<file path="src/rtl/uart_rx_pkg.sv">
// Shared types and elaboration-time parameter checks for the UART RX frame path.
// Holds the frame-check FSM encoding and the parity-type constants.
package uart_rx_pkg;

    typedef enum logic [1:0] {
        IDLE   = 2'd0,
        DATA   = 2'd1,
        PARITY = 2'd2,
        STOP   = 2'd3
    } rx_state_e;

    localparam logic PAR_EVEN = 1'b0;
    localparam logic PAR_ODD  = 1'b1;

    function automatic bit data_width_legal(input int w);
        return (w >= 5) && (w <= 9);
    endfunction

    function automatic bit stop_bits_legal(input int s);
        return (s == 1) || (s == 2);
    endfunction

    function automatic bit err_cnt_w_legal(input int w);
        return (w >= 1) && (w <= 16);
    endfunction

endpackage

</file>
<file path="src/rtl/uart_sat_counter.sv">
// Saturating up-counter; clr beats inc, and the count sticks at all-ones.
module uart_sat_counter #(
    parameter int W = 8
) (
    input  logic         clk,
    input  logic         rst,
    input  logic         inc,
    input  logic         clr,
    output logic [W-1:0] cnt
);

    logic [W-1:0] cnt_q;
    logic [W-1:0] cnt_d;

    always_comb begin
        cnt_d = cnt_q;
        if (clr) begin
            cnt_d = '0;
        end else if (inc && (cnt_q != {W{1'b1}})) begin
            cnt_d = cnt_q + 1'b1;
        end
    end

    always_ff @(posedge clk) begin
        if (rst) begin
            cnt_q <= '0;
        end else begin
            cnt_q <= cnt_d;
        end
    end

    assign cnt = cnt_q;

endmodule

</file>
<file path="src/rtl/uart_rx_frame_check.sv">
// Validates a UART frame one mid-bit sample at a time (start, LSB-first data,
// optional parity, stop bits) and reports the word, error pulses and error counts.
module uart_rx_frame_check
    import uart_rx_pkg::*;
#(
    parameter int DATA_WIDTH = 8,
    parameter int STOP_BITS  = 1,
    parameter int ERR_CNT_W  = 8
) (
    input  logic                  CLK_FRAME_CHECK,
    input  logic                  RST_FRAME_CHECK,
    input  logic                  bit_valid,
    input  logic                  sampled_bit,
    input  logic                  par_en,
    input  logic                  par_typ,
    input  logic                  abort,
    input  logic                  cnt_clr,
    output logic                  busy,
    output logic [DATA_WIDTH-1:0] data_out,
    output logic                  data_valid,
    output logic                  strt_glitch,
    output logic                  par_err,
    output logic                  stp_err,
    output logic [ERR_CNT_W-1:0]  glitch_cnt,
    output logic [ERR_CNT_W-1:0]  par_err_cnt,
    output logic [ERR_CNT_W-1:0]  stp_err_cnt,
    output logic [1:0]            dbg_state
);

    if (!data_width_legal(DATA_WIDTH)) begin : g_bad_data_width
        $error("uart_rx_frame_check: DATA_WIDTH must be 5..9");
    end
    if (!stop_bits_legal(STOP_BITS)) begin : g_bad_stop_bits
        $error("uart_rx_frame_check: STOP_BITS must be 1 or 2");
    end
    if (!err_cnt_w_legal(ERR_CNT_W)) begin : g_bad_err_cnt_w
        $error("uart_rx_frame_check: ERR_CNT_W must be 1..16");
    end

    localparam int BIT_CNT_W = $clog2(DATA_WIDTH);
    localparam logic [BIT_CNT_W-1:0] LAST_DATA_IDX = BIT_CNT_W'(DATA_WIDTH - 1);
    localparam logic LAST_STOP_IDX = 1'(STOP_BITS - 1);

    rx_state_e             state_q, state_d;
    logic [BIT_CNT_W-1:0]  bit_cnt_q, bit_cnt_d;
    logic [DATA_WIDTH-1:0] shift_q, shift_d;
    logic [DATA_WIDTH-1:0] data_q, data_d;
    logic                  run_par_q, run_par_d;
    logic                  par_en_q, par_en_d;
    logic                  par_typ_q, par_typ_d;
    logic                  frame_err_q, frame_err_d;
    logic                  stop_cnt_q, stop_cnt_d;
    logic                  dv_q, dv_d;
    logic                  glitch_q, glitch_d;
    logic                  perr_q, perr_d;
    logic                  serr_q, serr_d;
    logic                  exp_par;

    // Expected parity bit: even parity repeats the data XOR, odd parity inverts it.
    assign exp_par = (par_typ_q == PAR_ODD) ? ~run_par_q : run_par_q;

    always_comb begin
        state_d     = state_q;
        bit_cnt_d   = bit_cnt_q;
        shift_d     = shift_q;
        data_d      = data_q;
        run_par_d   = run_par_q;
        par_en_d    = par_en_q;
        par_typ_d   = par_typ_q;
        frame_err_d = frame_err_q;
        stop_cnt_d  = stop_cnt_q;
        dv_d        = 1'b0;
        glitch_d    = 1'b0;
        perr_d      = 1'b0;
        serr_d      = 1'b0;
        if (abort) begin
            state_d = IDLE;
        end else if (bit_valid) begin
            case (state_q)
                IDLE: begin
                    if (!sampled_bit) begin
                        par_en_d    = par_en;
                        par_typ_d   = par_typ;
                        bit_cnt_d   = '0;
                        run_par_d   = 1'b0;
                        frame_err_d = 1'b0;
                        stop_cnt_d  = 1'b0;
                        state_d     = DATA;
                    end else begin
                        glitch_d = 1'b1;
                    end
                end
                DATA: begin
                    shift_d   = {sampled_bit, shift_q[DATA_WIDTH-1:1]};
                    run_par_d = run_par_q ^ sampled_bit;
                    bit_cnt_d = bit_cnt_q + 1'b1;
                    if (bit_cnt_q == LAST_DATA_IDX) begin
                        state_d = par_en_q ? PARITY : STOP;
                    end
                end
                PARITY: begin
                    if (sampled_bit != exp_par) begin
                        frame_err_d = 1'b1;
                        perr_d      = 1'b1;
                    end
                    state_d = STOP;
                end
                STOP: begin
                    if (!sampled_bit) begin
                        serr_d  = 1'b1;
                        state_d = IDLE;
                    end else if (stop_cnt_q == LAST_STOP_IDX) begin
                        state_d = IDLE;
                        if (!frame_err_q) begin
                            data_d = shift_q;
                            dv_d   = 1'b1;
                        end
                    end else begin
                        stop_cnt_d = 1'b1;
                    end
                end
                default: state_d = IDLE;
            endcase
        end
    end

    always_ff @(posedge CLK_FRAME_CHECK) begin
        if (RST_FRAME_CHECK) begin
            state_q     <= IDLE;
            bit_cnt_q   <= '0;
            shift_q     <= '0;
            data_q      <= '0;
            run_par_q   <= 1'b0;
            par_en_q    <= 1'b0;
            par_typ_q   <= 1'b0;
            frame_err_q <= 1'b0;
            stop_cnt_q  <= 1'b0;
            dv_q        <= 1'b0;
            glitch_q    <= 1'b0;
            perr_q      <= 1'b0;
            serr_q      <= 1'b0;
        end else begin
            state_q     <= state_d;
            bit_cnt_q   <= bit_cnt_d;
            shift_q     <= shift_d;
            data_q      <= data_d;
            run_par_q   <= run_par_d;
            par_en_q    <= par_en_d;
            par_typ_q   <= par_typ_d;
            frame_err_q <= frame_err_d;
            stop_cnt_q  <= stop_cnt_d;
            dv_q        <= dv_d;
            glitch_q    <= glitch_d;
            perr_q      <= perr_d;
            serr_q      <= serr_d;
        end
    end

    // Counters see the same next-cycle strobes as the pulse outputs, so both move together.
    uart_sat_counter #(.W(ERR_CNT_W)) u_glitch_cnt (
        .clk (CLK_FRAME_CHECK),
        .rst (RST_FRAME_CHECK),
        .inc (glitch_d),
        .clr (cnt_clr),
        .cnt (glitch_cnt)
    );

    uart_sat_counter #(.W(ERR_CNT_W)) u_par_err_cnt (
        .clk (CLK_FRAME_CHECK),
        .rst (RST_FRAME_CHECK),
        .inc (perr_d),
        .clr (cnt_clr),
        .cnt (par_err_cnt)
    );

    uart_sat_counter #(.W(ERR_CNT_W)) u_stp_err_cnt (
        .clk (CLK_FRAME_CHECK),
        .rst (RST_FRAME_CHECK),
        .inc (serr_d),
        .clr (cnt_clr),
        .cnt (stp_err_cnt)
    );

    assign busy        = (state_q != IDLE);
    assign data_out    = data_q;
    assign data_valid  = dv_q;
    assign strt_glitch = glitch_q;
    assign par_err     = perr_q;
    assign stp_err     = serr_q;
    assign dbg_state   = state_q;

endmodule
</file>
<file path="config.mk">
export PLATFORM = sky130hd
export DESIGN_NAME = uart_rx_frame_check
export DESIGN_NICKNAME = d
export VERILOG_FILES = /design/src/rtl/uart_rx_pkg.sv /design/src/rtl/uart_sat_counter.sv /design/src/rtl/uart_rx_frame_check.sv
export SDC_FILE = /design/constraint.sdc
export NUM_CORES = 1
export LEC_CHECK = 0
export ABC_CLOCK_PERIOD_IN_PS = 3400
export CORE_MARGIN = 5
export CORE_UTILIZATION = 25
export DETAILED_ROUTE_END_ITERATION = 12
export PLACE_DENSITY = 0.47
export SYNTH_ARGS = -nofsm -noshare
export SYNTH_HDL_FRONTEND = slang
export SYNTH_HIERARCHICAL = 1
export SYNTH_SLANG_ARGS = --single-unit
</file>
<file path="constraint.sdc">
create_clock -name CLK_FRAME_CHECK -period 3.4 [get_ports CLK_FRAME_CHECK]
set_input_delay 1.02 -clock CLK_FRAME_CHECK [delete_from_list [all_inputs] [get_ports CLK_FRAME_CHECK]]
set_output_delay 1.02 -clock CLK_FRAME_CHECK [all_outputs]
set_load 0.01 [all_outputs]
</file>
==> reports/qor.yml, run 1 <==
finish:
  synthToLayoutAreaGrowth_pct: 27.7
  number_of_nets_in_the_layout: 338
  seqCellArea_sq_mm: 0.00106
  multi_input_gate_area_sq_mm: 0.00141
  final_cell_mix: "dfxtp_1, clkdlybuf4s50_1, nand2_1"
  num-fill-cells: 1047
  finish.cell_count_without_fillers: 457
  drive_gt1_share_pct: 7.17
  leading_cell_type_in_the_layout_fill_and_taps_excluded: "dfxtp_1"
  antennaDiodeCount: 0
timing:
  worst_slew_pin_slew_ps: 843
  grt_setup_unrepaired: "false"
  max_freq_mhz: 350
  final_max_slew_viol_count: 0
  fin_skew_ps: 5.45
  setup-tns-final_ps: 0
  finalWorstSetupSlack_ps: 546
  report.final.hold_viol_count: 0
  whs_ps: 471
  report.final.setup_viol: 0
  tcrit_tclk_final_pct: 83.9
  max-slew-margin-rel_pct: 43.6
  finalCriticalPeriod_ps: 2850
worst_setup_path:
  timing.critical_path.mode_cell: "inv_1"
  cp_slowest_stage_delay_ps: 570
  timing.reg2reg.setup_slack_ps: 1390
  timing.critical_path.cells: "inv_1 -> ha_1 -> inv_1 -> clkdlybuf4s50_1"
  r2r.worst_path.cells: 7
  setup.worst_path.start: "dbg_state[0]"
  timing.critical_path.required_ps: 2380
  crit_path_end: "busy"
  r2r-start: "dbg_state[0]"
  crit_type: "reg2out"
  crit_path_start_kind: "register"
  critPathMaxFanout: 5
  crit_arrival_ps: 1830
  worstSetupEndpointType: "primary output"
  regToRegEndpoint: "u_glitch_cnt/cnt[5]"
  slowest_stage: "clkdlybuf4s50_1"
clock_network:
  worst_setup_hold_path_clk_slew_ps: 90
  clockRootBuffer: "clkbuf_8"
  cts.repair.resized: 0
  htreeDepth: 2
  post_cts_buffers: 0
  cts_buffer_depth: 2
  cts-hold-fix-buffers: 0
  cts.sinks: 53
  tritoncts_clock_tree: "built"
  cts_inserted_buffers: 5
  worst_skew_late_latency_ps: 300
global_routing:
  grt_antenna_before_repair: 0
  grt_start_max_net_pins: 27
  overflow: 0
  grt_pass1_vias: 2065
  grt_pass1_wl_um: 10300
  global_route.usage.total_pct: 9.85
detailed_routing:
  routedWlPerCell_um: 13.2
  vias: 2124
  post-route-drc-count: 0
  firstDrtPassIters: 4
  drt_iter0_markers: 91
  final_antenna_net_count: 0
  postRouteWirelength_um: 6010
  route.detailed.vias_per_inst: 4.65
power:
  powerDensity_mw_per_mm2: 347
  total_leakage_power_nw: 1.14
  internal_power_component_mw: 0.888
  share_clk_of_total_power_pct: 39.0
  share_comb_of_total_power_pct: 5.9
  vdd_drop_max_uv: 246
  power_switching_mw: 0.245
  totalPowerFinal_mw: 1.13
  power_switching_share_pct: 21.6
  power.sequential.fraction_pct: 55.1
status:
  run_status: "complete, no violations"
floorplan:
  placement_rows: 37
  core_sq_mm: 0.0101
  die-area_sq_mm: 0.0124
  die_width_um: 111
  die_height_um: 111
  io_pins: 47
  floorplan.initialDensity_pct: 25.3
synth:
  syn-instance-count: 273
  postSynthAreaPerCell_sq_um: 9.38
  synthesis.nets: 291
  synth_top_flop_cell: "dfxtp_1"
  ys_types: 42
  synth_enable_flop_cells: 0
  share_of_flip_flops_with_an_asynchronous_set_or_reset_after_synthesis_pct: 0
  synth-seq-area-share_pct: 41.4
  mappedNetlistArea_sq_mm: 0.00256
  ys_ff_latch: 53
  synth.yosys.warnings: 6
placed_design:
  dpl.hpwl_um: 4290
  pre_cts_slack_ps: 318
  placed_cells_incl_taps: 449
  numPortBuffers: 46
  finalWeightedCongestion: 0.780
flow_run:
  drv_cap: 0
hold_path:
  hold_path_class: "reg2reg"
[critical path: cells and delay by family, from the launching register on]
kind	cells	cell delay [ps]
buf+inv	3	860
fa+ha+maj	1	280
flops	1	410
[cell families (layout without fill, tap and decap cells)]
group	after synthesis	in the layout	share of synthesized area, %
compound gates	49	49	14.5
simple gates	117	117	25.3
fa+ha+maj	10	10	4.89
flops	53	53	41.4
xor+xnor	2	2	0.684
buf+inv	17	65	3.47
mux	25	25	9.77
[area by class of cell]
class / count / area share (%)
Sequential cell: 53 / 32.4
Clock inverter: 1 / 0.918
Tap cell: 136 / 5.20
Timing Repair Buffer: 50 / 14.8
Inverter: 7 / 0.803
Multi-Input combinational cell: 203 / 43.2
Clock buffer: 7 / 2.64
[power groups by stage]
stage | logic [mW] | registers (mW) | clock network (mW)
finish | 0.0671 | 0.625 | 0.442
global route | 0.0738 | 0.625 | 0.488
CTS | 0.0674 | 0.625 | 0.466
detailed placement | 0.0672 | 0.639 | 0
global placement | 0.0677 | 0.639 | 0
floorplan | 0.0360 | 0.639 | 0
[how the worst min path moves through the flow]
stage,depth (start not counted),slack [ps],from,end
6_report,2,470,shift_q[0],shift_q[0]
5_1_grt,2,500,shift_q[3],shift_q[2]
4_1_cts,2,480,shift_q[0],shift_q[0]
3_5_place_dp,2,460,shift_q[0],shift_q[0]
3_3_place_gp,2,460,shift_q[0],shift_q[0]
2_1_floorplan,2,440,shift_q[0],shift_q[0]
[state kept, by name, summed over array words and instances (netlist names)]
| signal | flops |
|---|---|
| par_typ_q | 1 |
| par_err | 1 |
| shift_q | 8 |
| data_out | 8 |
| dbg_state | 2 |
| u_stp_err_cnt/cnt | 8 |
| par_en_q | 1 |
| u_glitch_cnt/cnt | 8 |
| stp_err | 1 |
| run_par_q | 1 |
| data_valid | 1 |
| frame_err_q | 1 |
| strt_glitch | 1 |
| u_par_err_cnt/cnt | 8 |
| bit_cnt_q | 3 |
[synth_stat cells, types with 2 or more instances]
| cell | number | share of area (%) |
|---|---|---|
| o21ai_0 | 4 | 0.78 |
| or3_1 | 10 | 2.4 |
| nand4_1 | 7 | 1.7 |
| or4_1 | 3 | 0.88 |
| a2111oi_4 | 3 | 3.2 |
| a21boi_1 | 6 | 1.8 |
| buf_2 | 2 | 0.39 |
| and3b_1 | 3 | 1.0 |
| nand2_1 | 27 | 4.0 |
| nor3_1 | 3 | 0.59 |
| nand3_1 | 13 | 2.5 |
| buf_4 | 4 | 1.2 |
| inv_1 | 7 | 1.0 |
| xnor2_1 | 2 | 0.68 |
| a21boi_2 | 3 | 1.3 |
| and3_1 | 10 | 2.4 |
| a31oi_1 | 3 | 0.73 |
| a21oi_1 | 23 | 4.5 |
| nor2_1 | 18 | 2.6 |
| buf_1 | 2 | 0.29 |
| nor2b_1 | 5 | 1.2 |
| dfxtp_1 | 53 | 41 |
| a22oi_1 | 2 | 0.59 |
| mux2i_1 | 25 | 9.8 |
| nor4_1 | 3 | 0.73 |
| ha_1 | 10 | 4.9 |
| and4_1 | 6 | 2.1 |
| nand2b_1 | 2 | 0.49 |
[through the flow]
step / cell area [sq um] / utilization (%)
global placement: 3150 / 31.1
CTS: 3270 / 32.3
global route: 3270 / 32.3
floorplan: 2560 / -
finish: 3270 / 32.3
detailed placement: 3150 / 31.1
[metal layers]
| layer | track usage [%] | wire, um | vias up |
|---|---|---|---|
| li1 | - | - | 1085 |
| met1 | 13.2 | 2960 | 982 |
| met2 | 15.5 | 2720 | 53 |
| met3 | 2.46 | 254 | 4 |
| met4 | 3.24 | 74 | 0 |
| met5 | 0 | 0 | - |
Note: power is estimated with default switching activity, not from simulation.
==> run 2, diff against run 1 <==
- ABC_CLOCK_PERIOD_IN_PS: 3400 -> 2540
- PLACE_DENSITY: 0.47 -> 0.49
- clock period: 3.4 -> 2.54 ns (I/O delays scaled with it)
==> reports/qor.yml, run 2 (synthesized netlist as in run 1, its figures left out) <==
status:
  run_status: "complete, no violations"  # unchanged
timing:
  worst_slew_pin_slew_ps: 461  # was 843 ps
  max-slew-margin-rel_pct: 69.1  # was 43.6%
  max_freq_mhz: 427
  finalCriticalPeriod_ps: 2340
  finalWorstSetupSlack_ps: 196  # was 546 ps
  grt_setup_unrepaired: "false"  # unchanged
  tcrit_tclk_final_pct: 92.3
  report.final.setup_viol: 0  # unchanged
  final_max_slew_viol_count: 0  # unchanged
  report.final.hold_viol_count: 0  # unchanged
  fin_skew_ps: 4.06  # was 5.45 ps
finish:
  synthToLayoutAreaGrowth_pct: 32.1  # was 27.7%
  drive_gt1_share_pct: 11.9  # was 7.17%
  number_of_nets_in_the_layout: 353  # was 338
  antennaDiodeCount: 0  # unchanged
  leading_cell_type_in_the_layout_fill_and_taps_excluded: "dfxtp_1"  # unchanged
  finish.cell_count_without_fillers: 472  # was 457
  final_cell_mix: "dfxtp_1, clkdlybuf4s50_1, nand2_1"  # unchanged
floorplan:
  floorplan.initialDensity_pct: 25.3  # unchanged
  placement_rows: 37  # unchanged
  core_sq_mm: 0.0101  # unchanged
  die_width_um: 111  # unchanged
  io_pins: 47  # unchanged
  die-area_sq_mm: 0.0124  # unchanged
  die_height_um: 111  # unchanged
clock_network:
  htreeDepth: 2  # unchanged
  cts_inserted_buffers: 5  # unchanged
  cts-hold-fix-buffers: 0  # unchanged
  clockRootBuffer: "clkbuf_8"  # unchanged
  worst_skew_late_latency_ps: 300  # about the same
  post_cts_buffers: 0  # unchanged
  worst_setup_hold_path_clk_slew_ps: 90  # about the same
  tritoncts_clock_tree: "built"  # unchanged
  cts.sinks: 53  # unchanged
  cts_buffer_depth: 2  # unchanged
placed_design:
  pre_cts_slack_ps: -126  # was 318 ps
  finalWeightedCongestion: 0.773  # was 0.780
  placed_cells_incl_taps: 464  # was 449
  numPortBuffers: 46  # unchanged
  dpl.hpwl_um: 4310  # was 4290 um
power:
  power_switching_mw: 0.327  # was 0.245 mW
  share_comb_of_total_power_pct: 7.3  # was 5.9%
  total_leakage_power_nw: 1.22  # was 1.14 nW
  totalPowerFinal_mw: 1.40  # was 1.13 mW
  power_switching_share_pct: 23.4  # was 21.6%
  share_clk_of_total_power_pct: 33.1  # was 39.0%
  vdd_drop_max_uv: 177  # was 246 uV
  power.sequential.fraction_pct: 59.6  # was 55.1%
  internal_power_component_mw: 1.07  # was 0.888 mW
  powerDensity_mw_per_mm2: 414  # was 347 mW/mm^2
detailed_routing:
  final_antenna_net_count: 0  # unchanged
  vias: 2173  # was 2124
  drt_iter0_markers: 92  # was 91
  firstDrtPassIters: 4  # unchanged
  postRouteWirelength_um: 6000  # was 6010 um
  routedWlPerCell_um: 12.7  # was 13.2 um
  post-route-drc-count: 0  # unchanged
  route.detailed.vias_per_inst: 4.60  # was 4.65
global_routing:
  overflow: 0  # unchanged
  global_route.usage.total_pct: 10.0  # was 9.85%
  grt_pass1_wl_um: 10400  # was 10300 um
  grt_start_max_net_pins: 30  # was 27
  grt_pass1_vias: 2152  # was 2065
  grt_antenna_before_repair: 0  # unchanged
worst_setup_path:
  worstPathBufferInverterCount: 1  # was 3
  worstSetupEndpointType: "register"  # was primary output
  timing.critical_path.required_ps: 2750  # was 2380 ps
  crit_path_start_kind: "primary input"  # was register
  slowest_stage: "clkdlybuf4s50_1"  # unchanged
  critical_path.top_delay_family: "buffers and inverters"  # unchanged
  cp_slowest_stage_delay_ps: 520  # was 570 ps
  timing.critical_path.mode_cell: "xnor2_1"  # was inv_1
  crit_type: "in2reg"  # was reg2out
  timing.critical_path.cells: "clkdlybuf4s50_1 -> xnor2_1 -> xnor2_1 -> and3_1 -> and4_1 -> a31oi_1 -> a2111oi_4"  # was inv_1 -> ha_1 -> inv_1 -> clkdlybuf4s50_1
  critPathMaxFanout: 4  # was 5
  crit_arrival_ps: 2550  # was 1830 ps
hold_path:
  hold_path_class: "reg2reg"  # unchanged
flow_run:
  drv_cap: 0  # unchanged
[run 2: per-layer routing]
layer,vias to the layer above,GRT usage [%],part of all wire [%]
met3,4,2.35,3.4
met1,1018,13.5,51
li1,1115,-,-
met5,-,0,0
met4,0,3.65,1.2
met2,36,15.6,44
[run 2: area by class of cell]
| class | instances | area [sq um] |
|---|---|---|
| Fill cell | 1046 | 6760 |
| Timing Repair Buffer | 65 | 626 |
| Multi-Input combinational cell | 203 | 1410 |
| Clock buffer | 7 | 76.3 |
| Tap cell | 136 | 170 |
| Sequential cell | 53 | 1070 |
| Inverter | 7 | 26.3 |
| Clock inverter | 1 | 7.51 |
[run 2: repair_timing]
| item | in CTS | in global routing |
|---|---|---|
| gates resized for setup | 3 | 2 |
| setup endpoints to repair | 1 | 1 |
| hold endpoints to repair | 0 | 0 |
| cloned | 0 | 0 |
[run 2: power groups by stage]
stage / Sequential [mW] / Combinational (mW) / Clock, mW
floorplan: 0.856 / 0.0482 / 0
global placement: 0.855 / 0.104 / 0
detailed placement: 0.855 / 0.104 / 0
CTS: 0.836 / 0.105 / 0.502
global route: 0.836 / 0.113 / 0.538
finish: 0.835 / 0.102 / 0.463
[run 2: tightest hold or removal path, delay by kind of cell (launching register included)]
family,cells,cell delay [ps]
AO/OA/AOI/OAI,1,50
flip-flops,1,320
AND/OR/NAND/NOR,1,50
[run 2: path summary, 6_finish.rpt]
check	startpoint	to	slack, ps	depth (start not counted)
max	sampled_bit	u_par_err_cnt/cnt[5]	200	7
min	shift_q[0]	shift_q[0]	460	2
max reg2reg	dbg_state[0]	u_glitch_cnt/cnt[5]	630	8
min reg2reg	shift_q[0]	shift_q[0]	460	2
[run 2: metrics by stage]
| step | instance area (sq um) | TNS (ps) | utilization (%) | hold slack, ps |
|---|---|---|---|---|
| finish | 3380 | 0 | 33.4 | 460 |
| global route | 3380 | 0 | 33.4 | 491 |
| CTS | 3380 | 0 | 33.3 | 462 |
| detailed placement | 3290 | -929 | 32.5 | 448 |
| global placement | 3290 | -528 | 32.5 | 446 |
| floorplan | 2560 | 0 | - | 436 |
==> run 3, diff against run 2 <==
- CORE_UTILIZATION: 25 -> 47
- CTS_CLUSTER_SIZE: unset -> 40
- PLACE_DENSITY: 0.49 -> 0.79
- SLEW_MARGIN: unset -> 40
==> reports/qor.yml, run 3 (synthesized netlist as in run 1, its figures left out) <==
worst_setup_path:
  worstPathBufferInverterCount: 3  # was 1
  worstSetupEndpointType: "primary output"  # was register
  crit_type: "reg2out"  # was in2reg
  slowest_stage: "clkdlybuf4s50_1"  # unchanged
  critPathMaxFanout: 5  # was 4
  cp_slowest_stage_delay_ps: 540  # was 520 ps
  crit_path_start_kind: "register"  # was primary input
  timing.critical_path.cells: "inv_1 -> ha_2 -> inv_2 -> clkdlybuf4s50_1"  # was clkdlybuf4s50_1 -> xnor2_1 -> xnor2_1 -> and3_1 -> and4_1 -> a31oi_1 -> a2111oi_4
  timing.critical_path.required_ps: 1780  # was 2750 ps
  critical_path.top_delay_family: "buffers and inverters"  # unchanged
  crit_arrival_ps: 1670  # was 2550 ps
global_routing:
  grt_start_max_net_pins: 32  # was 30
  grt_pass1_vias: 2175  # was 2152
  grt_antenna_before_repair: 0  # unchanged
  global_route.usage.total_pct: 16.7  # was 10.0%
  overflow: 0  # unchanged
  grt_pass1_wl_um: 9920  # was 10400 um
finish:
  antennaDiodeCount: 0  # unchanged
  number_of_nets_in_the_layout: 349  # was 353
  leading_cell_type_in_the_layout_fill_and_taps_excluded: "dfxtp_1"  # unchanged
  drive_gt1_share_pct: 11.4  # was 11.9%
  final_cell_mix: "dfxtp_1, clkdlybuf4s50_1, nand2_1"  # unchanged
  synthToLayoutAreaGrowth_pct: 28.2  # was 32.1%
  finalInstanceArea_sq_mm: 0.00328  # was 0.00338 sq mm
  post_route_core_utilization_pct: 63.1  # was 33.4%
  finish.cell_count_without_fillers: 402  # was 472
hold_path:
  hold_path_class: "reg2reg"  # unchanged
clock_network:
  clockRootBuffer: "clkbuf_8"  # unchanged
  worst_setup_hold_path_clk_slew_ps: 100  # was 90 ps
  cts-hold-fix-buffers: 0  # unchanged
  htreeDepth: 2  # unchanged
  worst_skew_late_latency_ps: 300  # about the same
  tritoncts_clock_tree: "built"  # unchanged
  cts.sinks: 53  # unchanged
  cts_buffer_depth: 2  # unchanged
  cts_inserted_buffers: 5  # unchanged
floorplan:
  die_height_um: 83.8  # was 111 um
  io_pins: 47  # unchanged
  floorplan.initialDensity_pct: 49.2  # was 25.3%
  die_width_um: 83.8  # was 111 um
  core_sq_mm: 0.00520  # was 0.0101 sq mm
  placement_rows: 26  # was 37
  die-area_sq_mm: 0.00703  # was 0.0124 sq mm
power:
  powerDensity_mw_per_mm2: 428  # was 414 mW/mm^2
  total_leakage_power_nw: 1.18  # was 1.22 nW
  totalPowerFinal_mw: 1.41  # was 1.40 mW
  vdd_drop_max_uv: 305  # was 177 uV
detailed_routing:
  postRouteWirelength_um: 5510  # was 6000 um
  firstDrtPassIters: 4  # unchanged
  drt_iter0_markers: 145  # was 92
  final_antenna_net_count: 0  # unchanged
  route.detailed.vias_per_inst: 5.46  # was 4.60
  post-route-drc-count: 0  # unchanged
  vias: 2195  # was 2173
  routedWlPerCell_um: 13.7  # was 12.7 um
status:
  run_status: "complete, no violations"  # unchanged
placed_design:
  place_area_sq_mm: 0.00319  # was 0.00329 sq mm
  finalWeightedCongestion: 0.835  # was 0.773
  placed_cells_incl_taps: 394  # was 464
  numPortBuffers: 46  # unchanged
  dpl.hpwl_um: 3940  # was 4310 um
  pre_cts_slack_ps: -141  # was -126 ps
timing:
  setup-tns-final_ps: 0  # unchanged
  report.final.setup_viol: 0  # unchanged
  whs_ps: 467  # was 460 ps
  worst_slew_pin_slew_ps: 440  # was 461 ps
  finalWorstSetupSlack_ps: 111  # was 196 ps
  final_max_slew_viol_count: 0  # unchanged
  tcrit_tclk_final_pct: 95.6  # was 92.3%
  finalCriticalPeriod_ps: 2430  # was 2340 ps
  max-slew-margin-rel_pct: 70.6  # was 69.1%
  fin_skew_ps: 12.0  # was 4.06 ps
  max_freq_mhz: 412  # was 427 MHz
  grt_setup_unrepaired: "false"  # unchanged
  report.final.hold_viol_count: 0  # unchanged
flow_run:
  drv_cap: 0  # unchanged
==> run 3: cell count changes in the layout (fill, tap and decap cells not counted), sizes merged <==
cell,change
buf,-4
clkbuf,-1
clkdlybuf4s50,+1
clkinvlp,+1
dlymetal6s2s,-1
==> run 3: final timing paths <==
| check | startpoint | endpoint | slack (ps) | cells past startpoint |
|---|---|---|---|---|
| worst min register to register | shift_q[0] | shift_q[0] | 470 | 2 |
| worst max-delay path | dbg_state[0] | busy | 110 | 4 |
| worst min-delay path | shift_q[0] | shift_q[0] | 470 | 2 |
| worst max register to register | dbg_state[0] | u_glitch_cnt/cnt[5] | 540 | 7 |
==> run 3: cell type report <==
cell class | count | area, sq um
clock buffer | 6 | 72.6
inverter | 7 | 26.3
timing repair buffer | 61 | 606
multi-input combinational | 203 | 1410
clock inverter | 2 | 15.0
fill | 456 | 1920
sequential | 53 | 1060
tap | 70 | 87.6
==> run 3: worst min-delay path, stage by stage, from the launching register on <==
cell	delay [ps]
dfxtp_1	320
nand2_1	50
a21oi_1	60
==> run 3: metal layers <==
metal | wire (um) | vias to the layer above | GRT usage, % | part of all wire (%)
li1 | - | 1110 | - | -
met1 | 2610 | 1029 | 21.5 | 47
met2 | 2630 | 52 | 28.3 | 48
met3 | 227 | 4 | 3.36 | 4.1
met4 | 43 | 0 | 5.12 | 0.78
met5 | 0 | - | 0 | 0
==> run 3: report_power, final <==
part           switching (mW)  internal (mW)  total (mW)
registers             0.00263          0.833       0.836
clock network           0.272          0.195       0.467
logic                  0.0558         0.0465       0.102
==> run 3: repair_timing <==
item                       in CTS  in global routing
hold endpoints to repair        0                  0
gates resized for setup         2                  2
setup endpoints to repair       1                  1
pin swaps                       0                  0
setup buffers                   0                  0
